**src/rtl/spi_master_engine.sv**
```systemverilog
// Bit-level SPI master: serialises one D_WIDTH word per transfer in any of the four SPI modes,
// with a programmable sclk half-period and optional back-to-back words under one chip select.
module spi_master_engine #(
  parameter int unsigned SLAVES     = 1,
  parameter int unsigned ADDR_WIDTH = 1,
  parameter int unsigned D_WIDTH    = 8,
  parameter int unsigned DIV_WIDTH  = 8
) (
  input  logic                  clk,
  input  logic                  reset_n,
  input  logic                  enable,
  input  logic                  cpol,
  input  logic                  cpha,
  input  logic                  cont,
  input  logic [DIV_WIDTH-1:0]  clk_div,
  input  logic [ADDR_WIDTH-1:0] addr,
  input  logic [D_WIDTH-1:0]    tx_data,
  input  logic                  miso,
  output logic                  sclk,
  output logic                  mosi,
  output logic [SLAVES-1:0]     ss_n,
  output logic                  busy,
  output logic [D_WIDTH-1:0]    rx_data,
  output logic                  rx_valid
);

  localparam int unsigned EdgeW = $clog2(2 * D_WIDTH + 1);
  localparam logic [EdgeW-1:0] LastEdge = EdgeW'(2 * D_WIDTH);

  typedef enum logic [1:0] {StIdle, StXfer, StHold} state_e;

  state_e                 state_q;
  logic [DIV_WIDTH-1:0]   cnt_q;
  logic [DIV_WIDTH-1:0]   div_q;
  logic [EdgeW-1:0]       edge_q;
  logic                   cpha_q;
  logic                   cont_q;
  logic                   sclk_q;
  logic                   mosi_q;
  logic                   busy_q;
  logic                   rx_valid_q;
  logic [SLAVES-1:0]      ss_n_q;
  logic [D_WIDTH-1:0]     tx_sh_q;
  logic [D_WIDTH-1:0]     rx_sh_q;
  logic [D_WIDTH-1:0]     rx_data_q;

  logic [EdgeW-1:0]       edge_nxt;
  logic                   half_done;
  logic                   sample_edge;
  logic                   launch;
  logic                   launch_cpha;
  logic [SLAVES-1:0]      ss_sel;

  assign edge_nxt    = edge_q + EdgeW'(1);
  assign half_done   = (cnt_q == div_q);
  // Odd edges are leading; cpha selects whether leading or trailing edges sample miso.
  assign sample_edge = edge_nxt[0] ^ cpha_q;
  assign launch      = enable & ((state_q == StIdle) |
                                 ((state_q == StHold) & half_done & cont_q));
  assign launch_cpha = (state_q == StIdle) ? cpha : cpha_q;

  // An out-of-range address selects nothing, so the word runs with every ss_n high.
  always_comb begin
    ss_sel = '1;
    for (int i = 0; i < SLAVES; i++) begin
      ss_sel[i] = (addr != ADDR_WIDTH'(i));
    end
  end

  always_ff @(posedge clk) begin
    if (!reset_n) begin
      state_q    <= StIdle;
      cnt_q      <= '0;
      div_q      <= '0;
      edge_q     <= '0;
      cpha_q     <= 1'b0;
      cont_q     <= 1'b0;
      sclk_q     <= cpol;
      mosi_q     <= 1'b0;
      busy_q     <= 1'b0;
      rx_valid_q <= 1'b0;
      ss_n_q     <= '1;
      tx_sh_q    <= '0;
      rx_sh_q    <= '0;
      rx_data_q  <= '0;
    end else begin
      rx_valid_q <= 1'b0;
      unique case (state_q)
        StIdle: sclk_q <= cpol;
        StXfer: begin
          if (half_done) begin
            cnt_q  <= '0;
            sclk_q <= ~sclk_q;
            if (sample_edge) begin
              rx_sh_q <= {rx_sh_q[D_WIDTH-2:0], miso};
            end else if (cpha_q) begin
              mosi_q  <= tx_sh_q[D_WIDTH-1];
              tx_sh_q <= {tx_sh_q[D_WIDTH-2:0], 1'b0};
            end else if (edge_nxt != LastEdge) begin
              mosi_q  <= tx_sh_q[D_WIDTH-2];
              tx_sh_q <= {tx_sh_q[D_WIDTH-2:0], 1'b0};
            end
            if (edge_nxt == LastEdge) begin
              edge_q  <= '0;
              state_q <= StHold;
            end else begin
              edge_q <= edge_nxt;
            end
          end else begin
            cnt_q <= cnt_q + DIV_WIDTH'(1);
          end
        end
        StHold: begin
          if (half_done) begin
            cnt_q      <= '0;
            rx_data_q  <= rx_sh_q;
            rx_valid_q <= 1'b1;
            state_q    <= StIdle;
            ss_n_q     <= '1;
            busy_q     <= 1'b0;
            mosi_q     <= 1'b0;
          end else begin
            cnt_q <= cnt_q + DIV_WIDTH'(1);
          end
        end
        default: state_q <= StIdle;
      endcase

      // Shared by an idle start and a continuous-mode relatch; overrides the HOLD exit above.
      if (launch) begin
        state_q <= StXfer;
        cnt_q   <= '0;
        edge_q  <= '0;
        div_q   <= clk_div;
        tx_sh_q <= tx_data;
        ss_n_q  <= ss_sel;
        busy_q  <= 1'b1;
        if (state_q == StIdle) begin
          sclk_q <= cpol;
          cpha_q <= cpha;
          cont_q <= cont;
        end
        if (!launch_cpha) begin
          mosi_q <= tx_data[D_WIDTH-1];
        end
      end
    end
  end

  assign sclk     = sclk_q;
  assign mosi     = mosi_q;
  assign ss_n     = ss_n_q;
  assign busy     = busy_q;
  assign rx_data  = rx_data_q;
  assign rx_valid = rx_valid_q;

endmodule
```
**config.mk**
```make
export PLATFORM = sky130hd
export DESIGN_NAME = spi_master_engine
export DESIGN_NICKNAME = d
export VERILOG_FILES = /design/src/rtl/spi_master_engine.sv
export SDC_FILE = /design/constraint.sdc
export NUM_CORES = 1
export LEC_CHECK = 0
export BUFFER_PORTS_ARGS = -buffer_cell sky130_fd_sc_hd__buf_2
export CAP_MARGIN = 5
export CORE_ASPECT_RATIO = 2
export CORE_MARGIN = 2
export CORE_UTILIZATION = 52
export DETAILED_ROUTE_END_ITERATION = 8
export PLACE_DENSITY = 0.77
export SLEW_MARGIN = 40
export SYNTH_ARGS = -nofsm -noshare
export SYNTH_HDL_FRONTEND = slang
export SYNTH_SLANG_ARGS = --single-unit
```
**constraint.sdc**
```tcl
create_clock -name clk -period 3.8 [get_ports clk]
set_clock_uncertainty 0.2 [all_clocks]
set_input_delay 1.14 -clock clk [delete_from_list [all_inputs] [get_ports clk]]
set_output_delay 1.14 -clock clk [all_outputs]
set_load 0.005 [all_outputs]
```
==> results.json, run 1 <==
{
  "outcome": "completed",
  "synth_nets": 315,
  "worst_pin_slew_ns": 0.769,
  "dpl.hpwl_mm": 3.99,
  "synthAdderAreaFrac_pct": 2.48,
  "grt_max_degree": 32,
  "rows": 35,
  "cap_viol_max_count": 0,
  "fill_cells": 441,
  "vias_per_cell": 5.91,
  "ff2ff_path_depth": 5,
  "period_needed_ns": 2.69,
  "p_leak_nw": 1.20,
  "yosys.area_share.simple_pct": 20.8,
  "first_global_vias": 2064,
  "use_met2_pct": 40.1,
  "min_from": "rx_data[1]",
  "ys_ff_latch": 54,
  "cts_made_buffers": 5,
  "p_per_area_mw_per_mm2": 421,
  "synth_compound_area_share_pct": 15.2,
  "final-setup-viol-count": 0,
  "final_util_pct": 60.4,
  "start_util_pct": 54.4,
  "drt_pre_antenna_iters": 4,
  "synth_cells": 286,
  "rsz0062_at_grt": "false",
  "synth_cell_types": 40,
  "critical_path_required_ns": 3.85,
  "hp-class": "reg -> reg",
  "drc": 0,
  "grt_overflow": 0,
  "port_buffers": 36,
  "synth-edff-count": 0,
  "hold_viol_final": 0,
  "clk_latency_ns": 0.32,
  "io_pins": 37,
  "async_reset_ff_share_pct": 0,
  "grt_util_met3_pct": 2.61,
  "holdBufCountCts": 0,
  "fin_total_pwr_mw": 1.18,
  "top_usage_layer": "met2",
  "critPathCapture": "edge_q[0]",
  "area_growth_syn_to_layout_pct": 11.1,
  "core_mm2": 0.00464,
  "fp.dieW_um": 53.3,
  "grt_pass1_wl_mm": 8.96,
  "synth_ff_type": "dfxtp_1",
  "avgSynthCellArea_um2": 8.82,
  "htreeDepth": 2,
  "antenna_found_initial": 0,
  "fmax_mhz": 372,
  "cts.sinks": 54,
  "yosys_warnings": 0,
  "tns_ns": 0,
  "critPathCaptureType": "flop",
  "dieArea_mm2": 0.00546,
  "ys_seq_area_share_pct": 42.8,
  "slew_violations": 0,
  "r2r_end": "edge_q[0]",
  "final_cell_area_mm2": 0.00280,
  "crit_arrival_ns": 2.74,
  "r2r_start": "cnt_q[0]",
  "cts_setup_buffers": 0,
  "startpoint_type": "flop",
  "post_drt_wl_per_cell_um": 15.1,
  "drive_above_1_share_pct": 17.3,
  "die_height_um": 103,
  "routed_wl_mm": 5.55,
  "peakVddDrop_v": 0.000335,
  "cts_root_buf": "clkbuf_8",
  "cts.reportedPaths.clkPinSlew_ns": 0.10,
  "slew_headroom_pct": 48.3,
  "cp_max_fo": 13,
  "antenna_cells": 0,
  "met1_usage_pct": 23.1,
  "startpoint": "cnt_q[0]",
  "final_min_period_over_clock_period_pct": 70.7,
  "netlist_area_mm2": 0.00252,
  "hold_slack_ns": 0.257,
  "synth_xor_area_share_pct": 6.59,
  "detailed_place.area_mm2": 0.00269,
  "ctsResizeCount": 0,
  "path_class": "reg -> reg",
  "vias": 2168,
  "reg2reg_slack_ns": 1.11,
  "synth.area.mux_share_pct": 6.74,
  "clock_path_buffers": 2,
  "nets": 340,
  "tritoncts": "yes",
  "dr.first_iter.drc_count": 48,
  "gp_congestion": 0.796,
  "grt_use_total_pct": 22.0,
  "synth_top_family_by_area": "simple AND/OR/NAND/NOR gates",
  "ant_nets": 0
}
cell usage in the layout (no fill, tap or decap), types with 2 or more instances in the layout:
cell      Yosys  final
a21oi_1      21     21
a31oi_1       8      8
and2_1        3      3
and3_1        4      4
buf_2         3     36
clkbuf_8      0      5
dfxtp_1      54     54
ha_1          5      5
inv_1         9      8
inv_6         0      2
mux2i_1      17     17
nand2_1      23     23
nand3_1      17     17
nand4_1      15     15
nor2_1       31     31
nor4_4        2      2
o211ai_1      2      2
o21ai_0       8      8
o21ai_1      10     10
o31ai_1       2      2
xnor2_1       3      3
xor2_1       16     16
synthesized netlist by cell type (3+ instances only):
master    number  area [um2]
a21oi_1       21         105
a31oi_1        8        50.1
and2_1         3        18.8
and3_1         4        25.0
buf_2          3        15.0
buf_4          5        37.5
clkbuf_1      10        37.5
dfxtp_1       54        1080
ha_1           5        62.6
inv_1          9        33.8
mux2i_1       17         170
nand2_1       23        86.3
nand3_1       17        85.1
nand4_1       15        93.8
nor2_1        31         116
o21ai_0        8        40.0
o21ai_1       10        50.1
xnor2_1        3        26.3
xor2_1        16         140
registers in the layout, indices dropped and copies added, names as in the netlist:
| name | count |
|---|---|
| state_q | 2 |
| cont_q | 1 |
| rx_valid | 1 |
| busy | 1 |
| tx_sh_q | 8 |
| sclk | 1 |
| cpha_q | 1 |
| rx_data | 8 |
| div_q | 8 |
| edge_q | 5 |
| cnt_q | 8 |
| mosi | 1 |
| rx_sh_q | 8 |
| ss_n | 1 |
layout make-up:
class | instances | area [um2] | share of cell area (%)
flip-flops and latches | 54 | 1080 | 38.6
well taps | 55 | 68.8 | 2.46
multi-input cells | 204 | 1320 | 46.9
clock inverters | 3 | 47.5 | 1.70
repair buffers | 37 | 188 | 6.70
clock buffers | 5 | 68.8 | 2.46
inverters | 9 | 33.8 | 1.21
critical path, cell delays in order (launching register included):
cell and delay (ns):
dfxtp_1 0.46, xor2_1 0.14, nor4_4 0.71, nand3_1 0.50, or3_1 0.47, a21oi_1 0.15
where the power goes:
part	internal (mW)	switching [mW]
sequential	0.588	0.0181
clock	0.201	0.206
combinational	0.0593	0.107
logic make-up (layout without fill, tap and decap cells):
group | after synthesis | count (layout)
buffers and inverters | 28 | 54
AND/OR/NAND/NOR | 101 | 101
AO/OA/AOI/OAI | 62 | 62
multiplexers | 17 | 17
flip-flops | 54 | 54
adder cells (fa/ha/maj) | 5 | 5
XOR/XNOR | 19 | 19
stage by stage:
stage               setup slack [ns]  instances
floorplan                       1.41        286
global placement                1.12        359
detailed placement              1.08        359
CTS                             1.13        367
global route                   0.895        367
finish                          1.11        367
how the worst min path moves through the flow:
stage | endpoint | slack (ns) | cells past startpoint
2_1_floorplan | cont_q | 0.23 | 2
3_3_place_gp | rx_data[7] | 0.24 | 2
3_5_place_dp | busy | 0.24 | 2
4_1_cts | busy | 0.26 | 2
5_1_grt | rx_data[1] | 0.28 | 2
6_report | rx_data[1] | 0.26 | 2
routing by layer:
layer	up-vias	routed length, um
li1	1063	-
met1	1032	2220
met2	56	2960
met3	17	176
met4	0	199
met5	-	0
(Power assumes the default switching activity.)
==> run 2, diff against run 1 <==
Settings changed: ABC_AREA set to 1, PLACE_DENSITY 0.77 to 0.76.
Clock period 3.8 ns to 2.5 ns, I/O delays scaled along.
==> run 2 against run 1 <==
  * Synthesized area grew 3.6%
  * Power up 63%
  * Synthesized cell count up 29%
==> results.json, run 2 <==
{
  "outcome": "completed",
  "dieArea_mm2": 0.00565,
  "crit_arrival_ns": 2.22,
  "cts.sinks": 54,
  "yosysMostFrequentCell": "nand2_1",
  "vias": 2428,
  "ant_nets": 0,
  "rows": 36,
  "yosys_warnings": 0,
  "nets": 441,
  "peakVddDrop_v": 0.000535,
  "dr.first_iter.drc_count": 54,
  "cts.reportedPaths.clkPinSlew_ns": 0.11,
  "place_ws_ns": 0.201,
  "cap_viol_max_count": 0,
  "period_needed_ns": 2.23,
  "die_height_um": 104,
  "fp.dieW_um": 54.1,
  "net-switching-power_mw": 0.631,
  "worst_slack_ns": 0.267,
  "rsz0062_at_grt": "false",
  "ys_seq_area_share_pct": 41.3,
  "grt_pass1_wl_mm": 9.32,
  "clock_power_share_pct": 27.0,
  "yosys-top-cells-area": "dfxtp_1 41%, nand2_1 14%, nand3_1 5.9%",
  "cts_made_buffers": 5,
  "netlist_area_mm2": 0.00262,
  "cts_root_buf": "clkbuf_8",
  "final_min_period_over_clock_period_pct": 89.3,
  "final_util_pct": 61.5,
  "critical_path_required_ns": 2.49,
  "async_reset_ff_share_pct": 0,
  "dp_cells": 462,
  "layout_commonest_cell": "nand2_1",
  "first_global_vias": 2221,
  "cp_max_fo": 6,
  "gp_congestion": 0.877,
  "ys_ff_latch": 54,
  "tritoncts": "yes",
  "clock_path_buffers": 2,
  "synthTopCellsByCount": "101 x nand2_1, 54 x dfxtp_1, 38 x nor2_1",
  "htreeDepth": 2,
  "ff2ff_path_depth": 8,
  "area_growth_syn_to_layout_pct": 14.4,
  "p_leak_nw": 1.31,
  "p_per_area_mw_per_mm2": 642,
  "slew_violations": 0,
  "drt_pre_antenna_iters": 4,
  "post_drt_wl_per_cell_um": 12.1,
  "hp-class": "reg -> reg",
  "instances_no_fill": 470,
  "synth-edff-count": 0,
  "yosysTopAreaCellShare_pct": 41.3,
  "p_comb_share_pct": 23.5,
  "avgSynthCellArea_um2": 7.07,
  "synth_cell_types": 33,
  "power.internal_mw": 1.29,
  "start_util_pct": 53.8,
  "slew_headroom_pct": 54.6,
  "grt_max_degree": 22,
  "drive_above_1_share_pct": 19.6,
  "tns_ns": 0,
  "hold_viol_final": 0,
  "drc": 0,
  "fmax_mhz": 448,
  "layout_common_cells": "101 x nand2_1, 54 x dfxtp_1, 38 x nor2_1",
  "antenna_found_initial": 0,
  "path_class": "reg -> reg",
  "vias_per_cell": 5.17,
  "p_sw_share_pct": 32.8,
  "io_pins": 37,
  "synth_cells": 370,
  "synth_top_area_cell": "dfxtp_1",
  "routed_wl_mm": 5.69,
  "antenna_cells": 0,
  "synth_ff_type": "dfxtp_1",
  "dpl.hpwl_mm": 4.40,
  "seqPwrFrac_pct": 49.5,
  "final-setup-viol-count": 0,
  "grt_use_total_pct": 21.7,
  "min_delay_path_depth": 2,
  "port_buffers": 36,
  "grt_overflow": 0,
  "critPathCaptureType": "flop",
  "clk_latency_ns": 0.32,
  "worst_pin_slew_ns": 0.679,
  "synth_nets": 399,
  "startpoint_type": "flop",
  "hold_slack_ns": 0.277,
  "core_mm2": 0.00486
}
run 2: cell count changes after synthesis, moves of 10 or more:
cell | previous run | this run
nand3_1 | 17 | 31
nand2_1 | 23 | 101
mux2i_1 | 17 | 0
inv_1 | 9 | 36
a21oi_2 | 0 | 10
xor2_1 | 16 | 4
run 2: cell type report:
type,instances,area (um2)
clock buffer,5,68.8
clock inverter,3,28.8
fill,490,1870
inverter,43,161
multi-input combinational,264,1330
sequential,54,1080
tap,57,71.3
timing repair buffer,44,253
run 2: kinds of logic after synthesis:
group	count (synthesis)	share of synthesized area, %
simple gates	194	33.1
compound gates	61	13.6
flops	54	41.3
buf+inv	52	8.18
fa+ha+maj	5	2.39
xor+xnor	4	1.34
run 2: final timing paths:
kind | from | endpoint | slack, ns
worst min-delay path | rx_sh_q[7] | rx_sh_q[7] | 0.28
worst max register to register | state_q[0] | cnt_q[7] | 0.27
worst min register to register | rx_sh_q[7] | rx_sh_q[7] | 0.28
worst max-delay path | state_q[0] | cnt_q[7] | 0.27
run 2: critical path: stages (launching register included):
cell and delay, ns:
dfxtp_1 0.36, inv_1 0.06, ha_1 0.34, inv_1 0.13, nor4_2 0.37, nand3_1 0.20
nor3_1 0.23, xor2_1 0.16, nor2_1 0.05
run 2: metal layers:
metal	wire length (um)	track usage, %	share of wire (%)
met1	2120	20.3	37
met2	3240	42.0	57
met3	232	4.74	4.1
met5	0	0	0
met4	102	6.96	1.8
run 2: power by group through the flow:
stage	registers, mW	logic, mW	clock network [mW]
global route	0.957	0.509	0.561
finish	0.950	0.452	0.519
global placement	0.967	0.442	0
floorplan	0.963	0.333	0
detailed placement	0.970	0.450	0
CTS	0.949	0.452	0.535
run 2: repair_timing:
item / 4_1_cts / 5_1_grt
gates resized for setup: 0 / 1
hold buffers: 0 / 0
buffers inserted: 0 / 0
endpoints found under the setup margin: 0 / 1
run 2: stage by stage:
step / power, mW / instance area (um2)
global route: 2.03 / 2990
detailed placement: 1.42 / 2890
global placement: 1.41 / 2890
CTS: 1.94 / 2980
floorplan: 1.30 / 2620
finish: 1.92 / 2990
